## config.mk

```make
export PLATFORM = sky130hd
export DESIGN_NAME = i3c_target_sdr_responder
export DESIGN_NICKNAME = d
export VERILOG_FILES = /design/src/rtl/i3c_pkg.sv /design/src/rtl/i3c_bus_cond_detect.sv /design/src/rtl/i3c_target_sdr_responder.sv
export SDC_FILE = /design/constraint.sdc
export NUM_CORES = 1
export LEC_CHECK = 0
export BUFFER_PORTS_ARGS = -buffer_cell sky130_fd_sc_hd__buf_4
export CAP_MARGIN = 20
export CORE_MARGIN = 2
export CORE_UTILIZATION = 45
export CTS_CLUSTER_DIAMETER = 40
export DETAILED_ROUTE_END_ITERATION = 10
export PLACE_DENSITY = 0.77
export SLEW_MARGIN = 0
export SYNTH_ARGS = -nofsm -noshare
export SYNTH_HDL_FRONTEND = slang
export SYNTH_SLANG_ARGS = --single-unit
```

## constraint.sdc

```tcl
create_clock -name i_sdr_clk -period 4.7 [get_ports i_sdr_clk]
set_input_delay 0.94 -clock i_sdr_clk [delete_from_list [all_inputs] [get_ports i_sdr_clk]]
set_output_delay 0.94 -clock i_sdr_clk [all_outputs]
set_load 0.1 [all_outputs]
```

## src/rtl/i3c_pkg.sv

```systemverilog
// Shared I3C SDR target definitions: FSM states,
// bus addresses, CCC codes and the T-bit rule.
package i3c_pkg;

   typedef enum logic [2:0] {
      ST_IDLE,
      ST_ADDR,
      ST_ACK,
      ST_CCC,
      ST_TBIT,
      ST_WAIT_STOP,
      ST_HDR
   } state_t;

   localparam logic [6:0] I3C_BCAST_ADDR = 7'h7E;

   localparam logic [7:0] CCC_RSTDAA  = 8'h06;
   localparam logic [7:0] CCC_ENTDAA  = 8'h07;
   localparam logic [7:0] CCC_ENTHDR0 = 8'h20;

   // T-bit carries odd parity over the CCC byte
   function automatic logic tbit_ok(
      input logic [7:0] code,
      input logic       t
   );
      return t == ~^code;
   endfunction

endpackage

```

## src/rtl/i3c_bus_cond_detect.sv

```systemverilog
// SCL/SDA synchroniser and edge detector producing
// START, STOP and SCL edge pulses.
module i3c_bus_cond_detect #(
   parameter int SYNC_STAGES = 2
) (
   input  logic clk,
   input  logic rst_n,
   input  logic scl_pin,
   input  logic sda_pin,
   output logic sda,
   output logic start,
   output logic stop,
   output logic scl_rise,
   output logic scl_fall
);

   logic [SYNC_STAGES-1:0] scl_sync;
   logic [SYNC_STAGES-1:0] sda_sync;
   logic                   scl_q;
   logic                   sda_q;
   logic                   scl;

   // Synchronise pins; reset to idle-high to avoid false events
   always_ff @(posedge clk) begin
      if (!rst_n) begin
         scl_sync <= '1;
         sda_sync <= '1;
         scl_q    <= 1'b1;
         sda_q    <= 1'b1;
      end else begin
         scl_sync <= {scl_sync[SYNC_STAGES-2:0], scl_pin};
         sda_sync <= {sda_sync[SYNC_STAGES-2:0], sda_pin};
         scl_q    <= scl_sync[SYNC_STAGES-1];
         sda_q    <= sda_sync[SYNC_STAGES-1];
      end
   end

   assign scl      = scl_sync[SYNC_STAGES-1];
   assign sda      = sda_sync[SYNC_STAGES-1];
   assign start    = scl & scl_q & sda_q & ~sda;
   assign stop     = scl & scl_q & ~sda_q & sda;
   assign scl_rise = scl & ~scl_q;
   assign scl_fall = ~scl & scl_q;

endmodule

```

## src/rtl/i3c_target_sdr_responder.sv

```systemverilog
// I3C SDR target front end: header ACK, CCC capture
// and ENTHDR0 hand-off to the HDR-DDR engine.
module i3c_target_sdr_responder
   import i3c_pkg::*;
#(
   parameter logic [6:0] TGT_DYN_ADDR = 7'h08,
   parameter logic [7:0] ENTHDR0_CODE = CCC_ENTHDR0,
   parameter int         SYNC_STAGES  = 2
) (
   input  logic       i_sdr_clk,
   input  logic       i_sdr_rst_n,
   input  logic       i_tgt_en,
   input  logic       i_scl,
   input  logic       i_sda,
   input  logic       i_hdr_exit,
   output logic       o_sda_pull_low,
   output logic       o_start_det,
   output logic       o_stop_det,
   output logic       o_addr_valid,
   output logic [6:0] o_addr,
   output logic       o_rnw,
   output logic       o_ccc_valid,
   output logic [7:0] o_ccc_code,
   output logic       o_parity_err,
   output logic       o_hdr_ddr_enter,
   output logic       o_in_hdr
);

   state_t     state;
   logic [3:0] cnt;
   logic [7:0] shreg;
   logic       sda;
   logic       start;
   logic       stop;
   logic       scl_rise;
   logic       scl_fall;
   logic       match;
   logic       bcast_wr;

   i3c_bus_cond_detect #(
      .SYNC_STAGES(SYNC_STAGES)
   ) u_det (
      .clk      (i_sdr_clk),
      .rst_n    (i_sdr_rst_n),
      .scl_pin  (i_scl),
      .sda_pin  (i_sda),
      .sda      (sda),
      .start    (start),
      .stop     (stop),
      .scl_rise (scl_rise),
      .scl_fall (scl_fall)
   );

   assign match = ((shreg[7:1] == I3C_BCAST_ADDR) && !shreg[0])
                || (shreg[7:1] == TGT_DYN_ADDR);

   assign bcast_wr = (o_addr == I3C_BCAST_ADDR) && !o_rnw;

   // Responder FSM with registered outputs and pulses
   always_ff @(posedge i_sdr_clk) begin
      if (!i_sdr_rst_n) begin
         state           <= ST_IDLE;
         cnt             <= '0;
         shreg           <= '0;
         o_sda_pull_low  <= 1'b0;
         o_start_det     <= 1'b0;
         o_stop_det      <= 1'b0;
         o_addr_valid    <= 1'b0;
         o_addr          <= '0;
         o_rnw           <= 1'b0;
         o_ccc_valid     <= 1'b0;
         o_ccc_code      <= '0;
         o_parity_err    <= 1'b0;
         o_hdr_ddr_enter <= 1'b0;
         o_in_hdr        <= 1'b0;
      end else begin
         o_start_det     <= 1'b0;
         o_stop_det      <= 1'b0;
         o_addr_valid    <= 1'b0;
         o_ccc_valid     <= 1'b0;
         o_parity_err    <= 1'b0;
         o_hdr_ddr_enter <= 1'b0;
         if (!i_tgt_en) begin
            state          <= ST_IDLE;
            o_sda_pull_low <= 1'b0;
            o_in_hdr       <= 1'b0;
         end else if (state == ST_HDR) begin
            if (i_hdr_exit) begin
               state    <= ST_IDLE;
               o_in_hdr <= 1'b0;
            end
         end else if (start) begin
            o_start_det    <= 1'b1;
            o_sda_pull_low <= 1'b0;
            state          <= ST_ADDR;
            cnt            <= '0;
         end else if (stop) begin
            o_stop_det     <= 1'b1;
            o_sda_pull_low <= 1'b0;
            state          <= ST_IDLE;
         end else begin
            unique case (state)
               ST_ADDR: begin
                  if (scl_rise) begin
                     shreg <= {shreg[6:0], sda};
                     cnt   <= cnt + 4'd1;
                  end else if (scl_fall && cnt == 4'd8) begin
                     o_addr <= shreg[7:1];
                     o_rnw  <= shreg[0];
                     if (match) begin
                        state          <= ST_ACK;
                        o_sda_pull_low <= 1'b1;
                     end else begin
                        state <= ST_WAIT_STOP;
                     end
                  end
               end
               ST_ACK: begin
                  if (scl_rise) begin
                     cnt <= 4'd9;
                  end else if (scl_fall && cnt == 4'd9) begin
                     o_sda_pull_low <= 1'b0;
                     o_addr_valid   <= 1'b1;
                     if (bcast_wr) begin
                        state <= ST_CCC;
                        cnt   <= '0;
                     end else begin
                        state <= ST_WAIT_STOP;
                     end
                  end
               end
               ST_CCC: begin
                  if (scl_rise) begin
                     shreg <= {shreg[6:0], sda};
                     cnt   <= cnt + 4'd1;
                     if (cnt == 4'd7) state <= ST_TBIT;
                  end
               end
               ST_TBIT: begin
                  if (scl_rise) begin
                     if (tbit_ok(shreg, sda)) begin
                        o_ccc_valid <= 1'b1;
                        o_ccc_code  <= shreg;
                        if (shreg == ENTHDR0_CODE) begin
                           o_hdr_ddr_enter <= 1'b1;
                           o_in_hdr        <= 1'b1;
                           state           <= ST_HDR;
                        end else begin
                           state <= ST_WAIT_STOP;
                        end
                     end else begin
                        o_parity_err <= 1'b1;
                        state        <= ST_WAIT_STOP;
                     end
                  end
               end
               default: ;
            endcase
         end
      end
   end

endmodule
```

==> impl_metrics.yaml <==
route:
  wl_met2_um: 2211
  ant_nets: 0
  dr_wl_met3_um: 228
  wl_per_cell_um: 14.62
  drt_first_pass_iters: 4
  highest_layer: "met4"
  vias: 1820
  drc: 0
  wirelength_um: 4867
  drt_first_iter_violations: 198
  met1_length_um: 2341
  viasPerCell: 5.465
die:
  initial_core_util_pct: 46.41
  core_um2: 4723
  ios: 30
  rows: 25
  die_h_um: 73.80
  die_w_um: 73.80
  dieArea_um2: 5446
finish:
  syn2layout_area_growth_pct: 15.35
  layout.nets: 279
  drive_above_1_share_pct: 15.04
  final_cell_mix: "45 x dfxtp_1, 36 x nor2_1, 29 x buf_4, 25 x mux2i_1, 13 x inv_1"
  layout_commonest_cell: "dfxtp_1"
  diodes: 0
  fillers: 428
setup_path:
  path_cells: "inv_1 > ha_1 > xnor3_1 > xnor2_1 > and3_1 > mux2i_1 > nor2_1"
  r2r_cells: 7
  worst_setup_path_end_kind: "flop"
  cp.depth: 7
  cp.arrival_ns: 2.62
  rr_endpoint: "o_ccc_code[5]"
  cp_top_family: "XOR/XNOR gates"
  cpPeakStageDelay_ns: 0.54
  cp-start-kind: "flop"
  r2r_slack_ns: 2.26
  criticalPathCategory: "reg -> reg"
  required_ns: 4.88
  critPathMaxFanout: 8
  slowest_stage: "and3_1"
  r2r-start: "shreg[4]"
  cp.buffers_inverters: 1
place:
  post-place-ws_ns: 2.276
  dp_hpwl_um: 3515
  gp_congestion: 0.9071
  port_buffers: 29
sta:
  finalCritPeriodShare_pct: 51.90
  drv_slew: 0
  max-slew-margin-rel_pct: 53.06
  fmax_ghz: 0.4100
  setup_ws_ns: 2.261
  fin_setup_tns_ns: 0
  fin_skew_ns: 0.006514
  rsz0062_at_grt: "no"
  tightest_slew_ns: 0.6997
  setup-violations-final: 0
  hold_viol: 0
  finalCriticalPeriod_ns: 2.439
status:
  status: "completed"
clock_network:
  path_clk_slew_ns: 0.08
  cts_root_buf: "clkbuf_8"
  cts_resized: 0
  cts_setup_buffers: 0
  cts_buffer_depth: 2
  cts_tree: "built"
  clock_sinks: 45
  postCtsHoldBufs: 0
  cts_buffers: 5
  h-tree-depth: 2
  insertion_delay_ns: 0.30
power_and_ir_drop:
  power_density_nw_per_um2: 260.4
  p_sw_uw: 158.4
  pwr-share-comb_pct: 5.5
  p_leak_uw: 0.0009235
  clock_power_share_pct: 35.5
  sw_frac_of_total_pct: 24.06
  p_seq_share_pct: 59.0
  ir_drop_mv: 0.1435
  internal_power_uw: 500.0
logic_synthesis:
  syn_avg_cell_area_um2: 9.096
  synth-edff-count: 0
  async_flop_share_pct: 0
  synthDistinctLibCells: 52
  synth_area_leaders: "dfxtp_1 41%, mux2i_1 11%, nor2_1 6.2%"
  ys_warn_count: 0
  synth_top_flop_cell: "dfxtp_1"
  syn-num-nets: 254
  synth_area_um2: 2192
  ys_ff_latch: 45
  synth_top_area_share_pct: 41.10
  yosysSeqAreaShare_pct: 41.10
  syn_inst: 241
  synth_area_leader_cell: "dfxtp_1"
min_path:
  whs_endpoint: "u_det.sda_sync[1]"
  hold_path.startpoint: "u_det.sda_sync[0]"
  hold_depth: 1
  worstHoldPathType: "reg -> reg"
global_route:
  overflow: 0
  grt_usage_pct: 18.99
  grt_pass1_vias: 1705
  antenna_found_initial: 0
  grt_pass1_wl_um: 7983
  grt_max_degree: 27
job:
  drv_cap: 0
==> synthesized netlist by cell type, drive strengths merged, types with 3 or more instances <==
cell type	instances
mux2i	25
nand2b	10
nor3	6
o21ai	6
inv	13
and3	6
nand4b	5
nor4	4
o211ai	3
clkbuf	5
nand3	3
a31oi	4
nand2	10
ha	7
nor2	36
nor2b	3
dfxtp	45
buf	6
a21oi	7
==> sequential cells by signal, indices dropped and copies added, names as in the netlist <==
name             count
o_stop_det           1
o_ccc_code           8
o_rnw                1
state                3
cnt                  4
u_det.scl_q          1
u_det.sda_sync       2
o_in_hdr             1
o_start_det          1
o_ccc_valid          1
shreg                8
o_addr               7
u_det.scl_sync       2
u_det.sda_q          1
o_parity_err         1
o_hdr_ddr_enter      1
o_sda_pull_low       1
o_addr_valid         1
==> worst register-to-register path, stage by stage, from the launching register on <==
cell and delay (ns):
dfxtp_1 0.43, inv_1 0.08, ha_1 0.31, xnor3_1 0.35, xnor2_1 0.30, and3_1 0.54, mux2i_1 0.25, nor2_1 0.05
==> layout make-up <==
cell class	instances	area, µm²	area share (%)
tap	67	83.83	3.315
clock buffer	5	68.82	2.721
multi-input combinational	170	1185	46.86
clock inverter	2	16.27	0.6432
timing repair buffer	29	217.7	8.610
sequential	45	900.9	35.63
inverter	15	56.30	2.227
==> stage by stage <==
stage	power (µW)	hold slack (ns)	std cells	area, µm²	util [%]
final	658.4	0.4134	333	2529	53.54
after global routing	683.7	0.4414	333	2529	53.54
after CTS	665.0	0.4239	333	2529	53.54
after detailed placement	433.3	0.3916	326	2444	51.74
after global placement	433.0	0.3886	326	2444	51.74
after floorplan	422.8	0.3863	241	2192	-
==> worst max-delay path by stage <==
stage | startpoint | end | slack [ns]
after global routing | shreg[4] | o_ccc_code[7] | 2.13
after CTS | shreg[4] | o_ccc_code[5] | 2.26
after detailed placement | shreg[4] | o_ccc_code[5] | 2.28
after floorplan | o_addr[3] | cnt[0] | 2.61
after global placement | shreg[4] | o_ccc_code[1] | 2.36
final | shreg[4] | o_ccc_code[5] | 2.26
==> power groups by stage <==
stage | registers [µW] | clock network [µW] | logic, µW
final | 388 | 234 | 36.4
after floorplan | 396 | 0 | 26.5
after CTS | 388 | 241 | 36.0
after global routing | 389 | 254 | 40.0
after global placement | 397 | 0 | 35.7
after detailed placement | 397 | 0 | 36.0
==> cells by family after synthesis <==
group	Yosys count	share of synthesized area, %
and+or+nand+nor	96	23.23
DFF	45	41.10
AOI/OAI and AO/OA	39	13.59
buffers and inverters	26	4.852
muxes	25	11.42
adders and majority gates	7	3.995
xor gates and xnor gates	3	1.827
==> per-layer routing <==
layer  track usage, %  up-vias
li1                 -      910
met1            26.45      853
met2            28.57       50
met3            3.018        7
met4            8.889        0
met5                0        -
Power figures use the tool's default switching activity.
